`config.mk`:
```
export PLATFORM = sky130hd
export DESIGN_NAME = instr_fetch_flat
export DESIGN_NICKNAME = d
export VERILOG_FILES = /design/src/rtl/instr_fetch_if.sv /design/src/rtl/instr_fetch.sv /design/src/flat_wrapper.sv
export SDC_FILE = /design/constraint.sdc
export NUM_CORES = 1
export LEC_CHECK = 0
export CAP_MARGIN = 10
export CELL_PAD_IN_SITES_DETAIL_PLACEMENT = 0
export CELL_PAD_IN_SITES_GLOBAL_PLACEMENT = 2
export CORE_ASPECT_RATIO = 1.75
export CORE_MARGIN = 3
export CORE_UTILIZATION = 25
export CTS_CLUSTER_DIAMETER = 80
export DETAILED_ROUTE_END_ITERATION = 6
export PLACE_DENSITY = 0.82
export SLEW_MARGIN = 15
export SYNTH_ARGS = -nofsm -noshare
export SYNTH_HDL_FRONTEND = slang
export SYNTH_SLANG_ARGS = --single-unit
```
`constraint.sdc`:
```
create_clock -name clk -period 1.75 [get_ports clk]
set_clock_uncertainty 0.15 [all_clocks]
set_input_delay 0.35 -clock clk [delete_from_list [all_inputs] [get_ports clk]]
set_output_delay 0.35 -clock clk [all_outputs]
set_load 0.02 [all_outputs]
```
`src/rtl/instr_fetch_if.sv`:
```
// Fetch-stage bus: instruction memory port, pipeline control
// inputs and the IF/ID register outputs toward decode.
interface instr_fetch_if #(
   parameter int unsigned PC_WIDTH = 16
);
   logic [PC_WIDTH-1:0] imem_addr;
   logic [15:0]         imem_instr;
   logic                stall;
   logic                flush;
   logic                branch_taken;
   logic [PC_WIDTH-1:0] branch_target;
   logic [15:0]         if_instr;
   logic [PC_WIDTH-1:0] if_pc;
   logic                if_valid;
   logic                halted;
   logic [15:0]         fetch_count;
   logic                fetch_err;

   modport master (
      output imem_addr,
      input  imem_instr,
      input  stall,
      input  flush,
      input  branch_taken,
      input  branch_target,
      output if_instr,
      output if_pc,
      output if_valid,
      output halted,
      output fetch_count,
      output fetch_err
   );

   modport slave (
      input  imem_addr,
      output imem_instr,
      output stall,
      output flush,
      output branch_taken,
      output branch_target,
      input  if_instr,
      input  if_pc,
      input  if_valid,
      input  halted,
      input  fetch_count,
      input  fetch_err
   );
endinterface

```
`src/rtl/instr_fetch.sv`:
```
// Fetch stage of the 16-bit Thumb-subset core: PC, IF/ID register, halt.
// FETCH_ALIGN_CHECK_EN traps misaligned branch targets into a sticky ERR.
module instr_fetch #(
   parameter int unsigned         PC_WIDTH   = 16,
   parameter logic [PC_WIDTH-1:0] RESET_PC   = '0,
   parameter int unsigned         PC_STEP    = 4,
   parameter logic [15:0]         NOOP_INSTR = 16'hBF00,
   parameter logic [15:0]         HALT_INSTR = 16'hE000
) (
   input logic           clk,
   input logic           reset_n,
   instr_fetch_if.master bus
);
   typedef enum logic [1:0] {
      RUN,
      HALT,
      ERR
   } state_t;

   state_t state, state_n;

   logic [PC_WIDTH-1:0] pc, pc_n;
   logic [PC_WIDTH-1:0] pc_inc;
   logic [PC_WIDTH-1:0] if_pc, if_pc_n;
   logic [15:0]         if_instr, if_instr_n;
   logic                if_valid, if_valid_n;
   logic                halted, halted_n;
   logic                err, err_n;
   logic [15:0]         count, count_n;
   logic                misalign;

`ifdef FETCH_ALIGN_CHECK_EN
   assign misalign = |bus.branch_target[1:0];
`else
   assign misalign = 1'b0;
`endif

   assign pc_inc = pc + PC_WIDTH'(PC_STEP);

   assign bus.imem_addr   = pc;
   assign bus.if_instr    = if_instr;
   assign bus.if_pc       = if_pc;
   assign bus.if_valid    = if_valid;
   assign bus.halted      = halted;
   assign bus.fetch_count = count;
   assign bus.fetch_err   = err;

   always_ff @(posedge clk or negedge reset_n) begin
      if (!reset_n) begin
         state    <= RUN;
         pc       <= RESET_PC;
         if_pc    <= '0;
         if_instr <= NOOP_INSTR;
         if_valid <= 1'b0;
         halted   <= 1'b0;
         err      <= 1'b0;
         count    <= '0;
      end else begin
         state    <= state_n;
         pc       <= pc_n;
         if_pc    <= if_pc_n;
         if_instr <= if_instr_n;
         if_valid <= if_valid_n;
         halted   <= halted_n;
         err      <= err_n;
         count    <= count_n;
      end
   end

   // Priority: redirect > flush > stall > halt-detect > normal fetch.
   always_comb begin
      state_n    = state;
      pc_n       = pc;
      if_pc_n    = if_pc;
      if_instr_n = if_instr;
      if_valid_n = if_valid;
      halted_n   = halted;
      err_n      = err;
      count_n    = count;
      if (state != ERR) begin
         if (bus.branch_taken) begin
            if_instr_n = NOOP_INSTR;
            if_valid_n = 1'b0;
            if (misalign) begin
               state_n  = ERR;
               err_n    = 1'b1;
               halted_n = 1'b1;
            end else begin
               pc_n     = bus.branch_target;
               state_n  = RUN;
               halted_n = 1'b0;
            end
         end else if (state != HALT) begin
            if (bus.flush) begin
               if_instr_n = NOOP_INSTR;
               if_valid_n = 1'b0;
               pc_n       = pc_inc;
            end else if (!bus.stall) begin
               if (bus.imem_instr == HALT_INSTR) begin
                  if_instr_n = NOOP_INSTR;
                  if_valid_n = 1'b0;
                  state_n    = HALT;
                  halted_n   = 1'b1;
               end else begin
                  if_instr_n = bus.imem_instr;
                  if_pc_n    = pc;
                  if_valid_n = 1'b1;
                  pc_n       = pc_inc;
                  if (count != 16'hFFFF) begin
                     count_n = count + 16'd1;
                  end
               end
            end
         end
      end
   end
endmodule

```
`src/flat_wrapper.sv`:
```
// flat-port wrapper written by rule: the top's interface ports become plain ports
module instr_fetch_flat 
#(
   parameter int unsigned         PC_WIDTH   = 16,
   parameter logic [PC_WIDTH-1:0] RESET_PC   = '0,
   parameter int unsigned         PC_STEP    = 4,
   parameter logic [15:0]         NOOP_INSTR = 16'hBF00,
   parameter logic [15:0]         HALT_INSTR = 16'hE000
)
  (clk, reset_n, bus_imem_addr, bus_imem_instr, bus_stall, bus_flush, bus_branch_taken, bus_branch_target, bus_if_instr, bus_if_pc, bus_if_valid, bus_halted, bus_fetch_count, bus_fetch_err);
  instr_fetch_if #(.PC_WIDTH(PC_WIDTH)) bus_i ();
  input logic clk;
  input logic reset_n;
  output wire logic [$bits(bus_i.imem_addr)-1:0] bus_imem_addr;
  input wire logic [$bits(bus_i.imem_instr)-1:0] bus_imem_instr;
  input wire logic [$bits(bus_i.stall)-1:0] bus_stall;
  input wire logic [$bits(bus_i.flush)-1:0] bus_flush;
  input wire logic [$bits(bus_i.branch_taken)-1:0] bus_branch_taken;
  input wire logic [$bits(bus_i.branch_target)-1:0] bus_branch_target;
  output wire logic [$bits(bus_i.if_instr)-1:0] bus_if_instr;
  output wire logic [$bits(bus_i.if_pc)-1:0] bus_if_pc;
  output wire logic [$bits(bus_i.if_valid)-1:0] bus_if_valid;
  output wire logic [$bits(bus_i.halted)-1:0] bus_halted;
  output wire logic [$bits(bus_i.fetch_count)-1:0] bus_fetch_count;
  output wire logic [$bits(bus_i.fetch_err)-1:0] bus_fetch_err;
  assign bus_imem_addr = bus_i.imem_addr;
  assign bus_i.imem_instr = bus_imem_instr;
  assign bus_i.stall = bus_stall;
  assign bus_i.flush = bus_flush;
  assign bus_i.branch_taken = bus_branch_taken;
  assign bus_i.branch_target = bus_branch_target;
  assign bus_if_instr = bus_i.if_instr;
  assign bus_if_pc = bus_i.if_pc;
  assign bus_if_valid = bus_i.if_valid;
  assign bus_halted = bus_i.halted;
  assign bus_fetch_count = bus_i.fetch_count;
  assign bus_fetch_err = bus_i.fetch_err;
  instr_fetch #(.PC_WIDTH(PC_WIDTH), .RESET_PC(RESET_PC), .PC_STEP(PC_STEP), .NOOP_INSTR(NOOP_INSTR), .HALT_INSTR(HALT_INSTR)) u_core (.clk(clk), .reset_n(reset_n), .bus(bus_i));
endmodule
```
# Word-level counts from Yosys, hierarchy flattened

Cells that the tools add are included.

Output and inout port bits: 67
Register bits after elaboration: 68
Logic and storage cells: 53
Input bits: 37

Add/sub/neg operators: 2
Mux-type cells: 25
Reduce and logical (&&, ||, !) cells: 7
Eq/ne operators: 8
Bitwise operators: 4

Operators with widths:

| cell                                                   | number |
|---|---|
| two-way mux 16 bit                                     | 10 |
| adder 16 x 1 -> 16 bit (second input constant)         | 1 |
| adder 16 x 3 -> 16 bit (second input constant)         | 1 |
| == test 16 bit (second input constant)                 | 1 |
| inequality test 16 bit (second input constant)         | 1 |
| two-way mux 1 bit                                      | 10 |
| two-way mux 2 bit                                      | 5 |
| AND reduction 7 bit                                    | 1 |
| inequality test 2 x 1 -> 1 bit (second input constant) | 3 |
| AND reduction 6 bit                                    | 1 |
| AND reduction 5 bit                                    | 1 |
| NOT 1 bit                                              | 4 |
| AND reduction 4 bit                                    | 1 |
| nonzero test 2 bit                                     | 2 |
| inequality test 3 x 1 -> 1 bit (second input constant) | 1 |
| inequality test 3 bit (second input constant)          | 1 |
| AND reduction 3 bit                                    | 1 |
| inequality test 2 bit (second input constant)          | 1 |

# Longest topological paths before layout

Gate-level depths: netlist of the first run.

Depth in word-level cells: 6
Depth in mapped cells: 8
Depth with buffers taken out: 6

# Worst setup path before layout of the first run

OpenSTA, ideal clock, no wires.

Kind: reg2reg
Start point: reg u_core.count[0] (netlist: u_core.bus.fetch_count[0])
End point: reg u_core.count[1] (netlist: u_core.bus.fetch_count[1])
Data required time: 1.475 ns
Buffers on the path: 2
Period minus slack after synthesis: 1.980 ns
Library setup time: 0.125 ns
Cell stages (with the launch flop): 7
Path slack: -0.230 ns
Data arrival time: 1.705 ns
Cell sequence: dfrtp_1 ha_1 and3_1 buf_6 a211oi_4 buf_6 mux2_2

Word-level cells in the longest chain between the ends: 2
Elaborated cells on any way between the ends: 3
Classes of those cells: add/sub (1); eq/ne (1); reduce/logical (1)

Ends and longest elaborated chain:

| element                                                                        | RTL line          | source |
|---|---|---|
| start: declaration                                                             | instr_fetch.sv:29 | `logic [15:0] count, count_n;` |
| start signal: assignment                                                       | instr_fetch.sv:66 | `count <= count_n;` |
| parallel branches: the longest is 2 deep, another holds adder 16 x 1 -> 16 bit | -                 |  |

Parallel ways; which one is timed is not known.
A chain may end at the register's enable or synchronous reset.

# Final worst setup path of the first run

Start point: reg u_core.count[9] (netlist: u_core.bus.fetch_count[9])
End point: reg u_core.count[6] (netlist: u_core.bus.fetch_count[6])

Word-level cells in the longest chain between the ends: 2

Ends and longest elaborated chain:

| element                       | RTL line           | source |
|---|---|---|
| inequality test 16 bit        | instr_fetch.sv:109 | `if (count != 16'hFFFF) begin` |
| AND reduction 7 bit (no line) | -                  |  |

Every way passes these cells.

==> results of run 1 <==
==> state kept, by name (all words and copies together), names as in the netlist <==
name                    count
u_core.bus.fetch_count     16
u_core.bus.if_instr        16
u_core.bus.if_pc           16
u_core.bus.imem_addr       16
u_core.bus.if_valid         1
u_core.state                1
==> cells by family after synthesis <==
kind of cell / after synthesis / share of synthesized area (%)
and+or+nand+nor: 153 / 24.63
DFF: 66 / 51.96
AOI/OAI and AO/OA: 48 / 11.79
buffers and inverters: 19 / 3.680
xor gates and xnor gates: 16 / 4.385
muxes: 8 / 2.662
adders and majority gates: 2 / 0.7830
other: 1 / 0.1174
==> stage by stage <==
stage               hold WS, ns  util [%]  setup TNS [ns]  instances  worst slack (ns)
finish                   0.1280     42.75         -0.1219        651          -0.03095
global route             0.1318     42.75         -0.6078        651          -0.08871
CTS                      0.2448     41.78        -0.05897        645          -0.02082
detailed placement       0.2576     38.61          -33.38        626           -0.6316
global placement         0.2482     38.61          -33.11        626           -0.6097
floorplan              -0.09559         -         -0.5983        313           -0.1468
==> worst reg2reg max path, stage by stage (launching register included) <==
cell	delay [ns]
dfrtp_2	0.40
and4_4	0.19
and4_4	0.19
a211oi_4	0.30
buf_6	0.16
buf_6	0.11
nand3_2	0.06
xnor2_1	0.12
==> repair_timing <==
item	CTS	global route
endpoints found under the hold margin	59	0
setup buffers	2	6
endpoints found under the setup margin	129	52
gates resized for setup	109	55
pin swaps	13	15
hold buffers	1	0
==> final cells by class <==
| cell class | instances | share of cell area, % |
|---|---|---|
| flip-flops and latches | 66 | 31.42 |
| multi-input cells | 228 | 30.34 |
| repair buffers | 170 | 27.23 |
| clock buffers | 9 | 4.214 |
| well taps | 168 | 3.934 |
| clock inverters | 7 | 2.646 |
| inverters | 3 | 0.2107 |
==> layer usage <==
layer / wire [µm] / vias to the layer above / share of wire [%] / track usage, %
met3: 601 / 12 / 5.6 / 4.488
met2: 6004 / 91 / 56 / 29.23
met1: 3933 / 1472 / 37 / 16.77
li1: - / 1442 / - / -
met4: 142 / 0 / 1.3 / 4.532
met5: 0 / - / 0 / 0
==> layout by cell type, fill, tap and decap left out, drive strengths merged, types with 7 or more instances in the layout <==
| master | instances |
|---|---|
| nand2 | 69 |
| buf | 68 |
| dlygate4sd2 | 63 |
| dfrtp | 59 |
| nor2 | 23 |
| clkdlybuf4s50 | 18 |
| clkbuf | 18 |
| nand3 | 14 |
| xnor2 | 11 |
| clkdlybuf4s15 | 10 |
| a22o | 9 |
| a21oi | 9 |
| and4 | 8 |
| o22a | 7 |
| dfstp | 7 |
| nor4 | 7 |
| o21ai | 7 |
==> worst paths after layout <==
| kind | depth (start not counted) | to | slack (ns) | startpoint |
|---|---|---|---|---|
| setup / recovery | 7 | u_core.bus.fetch_count[6] | -0.03 | u_core.bus.fetch_count[9] |
| hold / removal | 2 | u_core.bus.if_instr[12] | 0.13 | bus_imem_instr[12] |
| setup reg to reg | 7 | u_core.bus.fetch_count[6] | -0.03 | u_core.bus.fetch_count[9] |
| hold reg to reg | 2 | u_core.bus.if_pc[14] | 0.32 | u_core.bus.if_pc[14] |
| max in group asynchronous | 3 | u_core.bus.if_instr[15] | 0.69 | reset_n |
| min in group asynchronous | 3 | u_core.bus.fetch_count[15] | 0.42 | reset_n |
==> power by group through the flow <==
stage / logic (W) / clock network, W / registers, W
6_report: 0.00127 / 0.00224 / 0.00187
5_1_grt: 0.00139 / 0.00236 / 0.00190
4_1_cts: 0.00124 / 0.00230 / 0.00186
3_5_place_dp: 0.00136 / 0 / 0.00189
3_3_place_gp: 0.00134 / 0 / 0.00188
2_1_floorplan: 0.000337 / 0 / 0.00214
==> flow_metrics.env, run 1 <==
export IMPL_synth_seq_area_share_pct=51.96
export IMPL_p_int_w=0.003832
export IMPL_cts_sinks=66
export IMPL_cp_slowest_cell="dfrtp_2"
export IMPL_antenna_cells=0
export IMPL_cp_arrival_ns=1.85
export IMPL_ys_async_sr_fraction_pct=100.0
export IMPL_ctsLongestPathBuffers=2
export IMPL_end_kind="register"
export IMPL_slew_viol_final=0
export IMPL_ios=104
export IMPL_syn_to_final_growth_pct=67.23
export IMPL_drv_cap=0
export IMPL_power_density_nw_per_um2=1006
export IMPL_num_rows=54
export IMPL_grt_max_degree=67
export IMPL_synthesis_area_um2=3196
export IMPL_setup_ws_ns=-0.03095
export IMPL_grt_total_usage_pct=15.60
export IMPL_crit_path_start_kind="register"
export IMPL_cp_cell_sequence="and4_4, and4_4, a211oi_4, buf_6, buf_6, nand3_2, xnor2_1"
export IMPL_hold_class="input pin to register"
export IMPL_worst_endpoint_required_ns=1.82
export IMPL_finalInstanceArea_um2=5344
export IMPL_yosys_warnings=0
export IMPL_grt_pass1_wl_um=17330
export IMPL_drive_gt1_share_pct=33.13
export IMPL_final_seq_area_um2=1679
export IMPL_status="finished, violations left"
export IMPL_hold_violations=0
export IMPL_vias=3017
export IMPL_cts_tree="yes"
export IMPL_grt_pass1_vias=3214
export IMPL_switching_power_w=0.001545
export IMPL_cts_root_buf="clkbuf_16"
export IMPL_power_share_switching_pct=28.74
export IMPL_synth_common_cells="nand2_1 (69), dfrtp_1 (59), nor2_1 (22)"
export IMPL_synth_seq_cells=66
export IMPL_htreeDepth=3
export IMPL_combPwrFrac_pct=23.6
export IMPL_synth_most_common_cell="nand2_1"
export IMPL_place_congestion=0.8675
export IMPL_rsz0062_at_grt="true"
export IMPL_drt_total_wl_um=10680
export IMPL_insertion_delay_ns=0.33
export IMPL_yosys_area_top_type="dfrtp_1"
export IMPL_violations="setup timing"
export IMPL_antenna_found_initial=0
export IMPL_syn_nets=352
export IMPL_ir_drop_mv=0.6212
export IMPL_clock_power_share_pct=41.7
export IMPL_setup_viol=5
export IMPL_grt_overflow_total=0
export IMPL_yosysUniqueCellTypes=56
export IMPL_path_class="register to register"
export IMPL_drtAntennaViolNets=0
export IMPL_fillers=1243
export IMPL_cp_top_family="simple AND/OR/NAND/NOR gates"
export IMPL_initial_core_util_pct=25.57
export IMPL_p_seq_share_pct=34.8
export IMPL_synthCells=313
export IMPL_die_area_um2=14230
export IMPL_synth_ff_type="dfrtp_1"
export IMPL_cts_made_buffers=9
export IMPL_drt_iter0_markers=97
export IMPL_chipWidth_um=91.47
export IMPL_crit_path_max_fanout=4
export IMPL_clk_pin_slew_worst_paths_ns=0.06
export IMPL_finalPower_w=0.005377
export IMPL_io_buffers=102
export IMPL_synth_edf_count=0
export IMPL_max_freq_mhz=561.5
export IMPL_slowest_delay_ns=0.40
export IMPL_multi_input_area_um2=1622
export IMPL_coreArea_um2=12500
export IMPL_placed_area_um2=4826
export IMPL_nNetsFinal=517
export IMPL_syn_avg_cell_area_um2=10.21
export IMPL_post_route_period_util_pct=101.8
export IMPL_dieHeight_um=155.6
export IMPL_routedWlPerCell_um=16.41
export IMPL_dp_hpwl_um=7785
export IMPL_drt_first_pass_iters=4
export IMPL_p_leak_nw=2.495
export IMPL_drc=0
export IMPL_critical_path_buf_inv_count=2
export IMPL_synth_top_area_share_pct=46.20
export IMPL_period_needed_ns=1.781
export IMPL_vias_per_cell=4.634
export IMPL_yosys_top_cells_area="dfrtp_1 (46%), nand2_1 (8.1%), dfstp_2 (5.8%), xnor2_1 (3.0%), nor2_1 (2.6%)"
No activity file was read; power rests on OpenSTA's default activity.
==> run 2, diff against run 1 <==
- CORE_ASPECT_RATIO: 1.75 -> 1.5
==> flow_metrics.env, run 2 (synthesis results as in run 1) <==
export IMPL_fillers=1276
export IMPL_antenna_cells=0
export IMPL_switching_power_w=0.001506
export IMPL_place_congestion=0.8143
export IMPL_cp_slowest_cell="dfrtp_2"
export IMPL_clk_pin_slew_worst_paths_ns=0.06
export IMPL_cp_cell_sequence="and3_4, and3_4, a211oi_4, buf_6, buf_6, nand3_2, xnor2_1"
export IMPL_power_density_nw_per_um2=969.3
export IMPL_vias=2921
export IMPL_crit_path_start_kind="register"
export IMPL_setup_viol=1
export IMPL_drtAntennaViolNets=0
export IMPL_p_leak_nw=2.475
export IMPL_grt_overflow_total=0
export IMPL_die_area_um2=14200
export IMPL_cts_made_buffers=9
export IMPL_drive_gt1_share_pct=30.75
export IMPL_nNetsFinal=512
export IMPL_drt_total_wl_um=10090
export IMPL_hold_path_cell_count=2
export IMPL_end_kind="register"
export IMPL_grt_pass1_wl_um=16220
export IMPL_coreArea_um2=12510
export IMPL_grt_pass1_vias=3073
export IMPL_ir_drop_mv=0.7241
export IMPL_whs_ns=0.1807
export IMPL_drc=0
export IMPL_drt_iter0_markers=110
export IMPL_finalPower_w=0.005028
export IMPL_ios=104
export IMPL_hold_end="u_core.bus.if_instr[9]"
export IMPL_htreeDepth=3
export IMPL_path_class="register to register"
export IMPL_p_seq_share_pct=36.9
export IMPL_cts_root_buf="clkbuf_16"
export IMPL_critical_path_buf_inv_count=2
export IMPL_setup_ws_ns=-0.02074
export IMPL_post_route_period_util_pct=101.2
export IMPL_max_freq_mhz=564.7
export IMPL_layout_commonest_cell="dlygate4sd2_1"
export IMPL_syn_to_final_growth_pct=62.33
export IMPL_vias_per_cell=4.607
export IMPL_drv_cap=0
export IMPL_num_rows=50
export IMPL_grt_total_usage_pct=14.60
export IMPL_reg2regPathDepth=7
export IMPL_r2r_start="u_core.bus.fetch_count[6]"
export IMPL_violations="setup timing"
export IMPL_hold_class="input pin to register"
export IMPL_worst_endpoint_required_ns=1.81
export IMPL_initial_core_util_pct=25.54
export IMPL_final_cell_mix="dlygate4sd2_1 (68), nand2_1 (65), buf_4 (57)"
export IMPL_clock_power_share_pct=38.6
export IMPL_drt_first_pass_iters=4
export IMPL_cp_top_family="simple AND/OR/NAND/NOR gates"
export IMPL_status="finished, violations left"
export IMPL_crit_path_max_fanout=7
export IMPL_p_int_w=0.003523
export IMPL_cp_arrival_ns=1.83
export IMPL_slew_viol_final=0
export IMPL_grt_max_degree=67
export IMPL_antenna_found_initial=0
export IMPL_rrSetupSlack_ns=-0.02
export IMPL_period_needed_ns=1.771
export IMPL_hold_violations=0
export IMPL_power_share_switching_pct=29.94
export IMPL_r2r_end="u_core.bus.fetch_count[6]"
export IMPL_combPwrFrac_pct=24.5
export IMPL_ctsLongestPathBuffers=2
export IMPL_cts_sinks=66
export IMPL_dp_hpwl_um=7638
export IMPL_insertion_delay_ns=0.33
export IMPL_hp_start="bus_imem_instr[9]"
export IMPL_io_buffers=102
export IMPL_dieHeight_um=144.5
export IMPL_cts_tree="yes"
export IMPL_rsz0062_at_grt="true"
export IMPL_routedWlPerCell_um=15.92
export IMPL_chipWidth_um=98.31
export IMPL_slowest_delay_ns=0.40
[run 2: changes by cell type in the layout (fill, tap and decap cells not counted), moves of 3 or more]
cell / delta
dlygate4sd2_1: +5
o21ai_1: -3
o21ai_0: +3
and4_4: -3
clkbuf_2: -3
[run 2: layer usage]
layer  track usage, %  vias up  wire, µm
met1            17.23     1409      4086
met4            4.101        0       103
li1                 -     1430         -
met3            4.151        8       510
met2            25.92       74      5391
met5                0        -         0
[run 2: final cells by class]
type	instances	area [µm²]	area share, %
tap	156	195.2	3.763
timing repair buffer	165	1408	27.13
clock buffer	9	225.2	4.342
sequential	66	1677	32.32
inverter	3	11.26	0.2171
clock inverter	7	93.84	1.809
multi-input combinational	228	1578	30.41
[run 2: worst register-to-register path: cells and delay by family (launching register included)]
family / cells / cell delay (ns)
xor+xnor: 1 / 0.13
simple gates: 3 / 0.43
flops: 1 / 0.40
buf+inv: 2 / 0.29
compound gates: 1 / 0.25
[run 2: power by group through the flow]
stage               Sequential, W  Clock [W]  Combinational (W)
global route              0.00189    0.00206            0.00135
detailed placement        0.00189          0            0.00135
global placement          0.00188          0            0.00134
floorplan                 0.00214          0           0.000337
CTS                       0.00186    0.00199            0.00123
finish                    0.00186    0.00194            0.00123
[run 2: worst max-delay path by stage]
stage | from | endpoint | slack [ns] | cells past startpoint
3_5_place_dp | bus_imem_instr[2] | u_core.bus.imem_addr[15] | -0.59 | 8
6_report | u_core.bus.fetch_count[6] | u_core.bus.fetch_count[6] | -0.02 | 7
3_3_place_gp | bus_imem_instr[1] | u_core.bus.imem_addr[9] | -0.59 | 7
4_1_cts | u_core.bus.fetch_count[9] | u_core.bus.fetch_count[1] | -0.07 | 5
5_1_grt | u_core.bus.fetch_count[9] | u_core.bus.fetch_count[6] | -0.07 | 7
2_1_floorplan | u_core.bus.fetch_count[0] | u_core.bus.fetch_count[1] | -0.15 | 6
[run 2: per-stage QoR]
stage                     setup WS, ns  cells  util [%]  cell area, µm²  setup TNS [ns]
final                         -0.02074    634     41.46            5187        -0.02074
after global routing          -0.06704    634     41.46            5187         -0.3004
after CTS                     -0.06880    630     40.75            5099         -0.2597
after detailed placement       -0.5923    612     38.23            4783          -32.57
after global placement         -0.5891    612     38.23            4783          -31.20
after floorplan                -0.1468    313         -            3239         -0.5983
[run 2: repair_timing]
item,4_1_cts,5_1_grt
setup endpoints to repair,128,25
hold buffers,1,0
hold endpoints to repair,59,0
setup buffers,1,4
gates resized for setup,105,38
pin swaps,14,15
==> run 3, diff against run 2 <==
- SLEW_MARGIN: 15 -> default
==> results of run 3 <==
The final DEF is identical to that of run 2; final timing and power are the same.
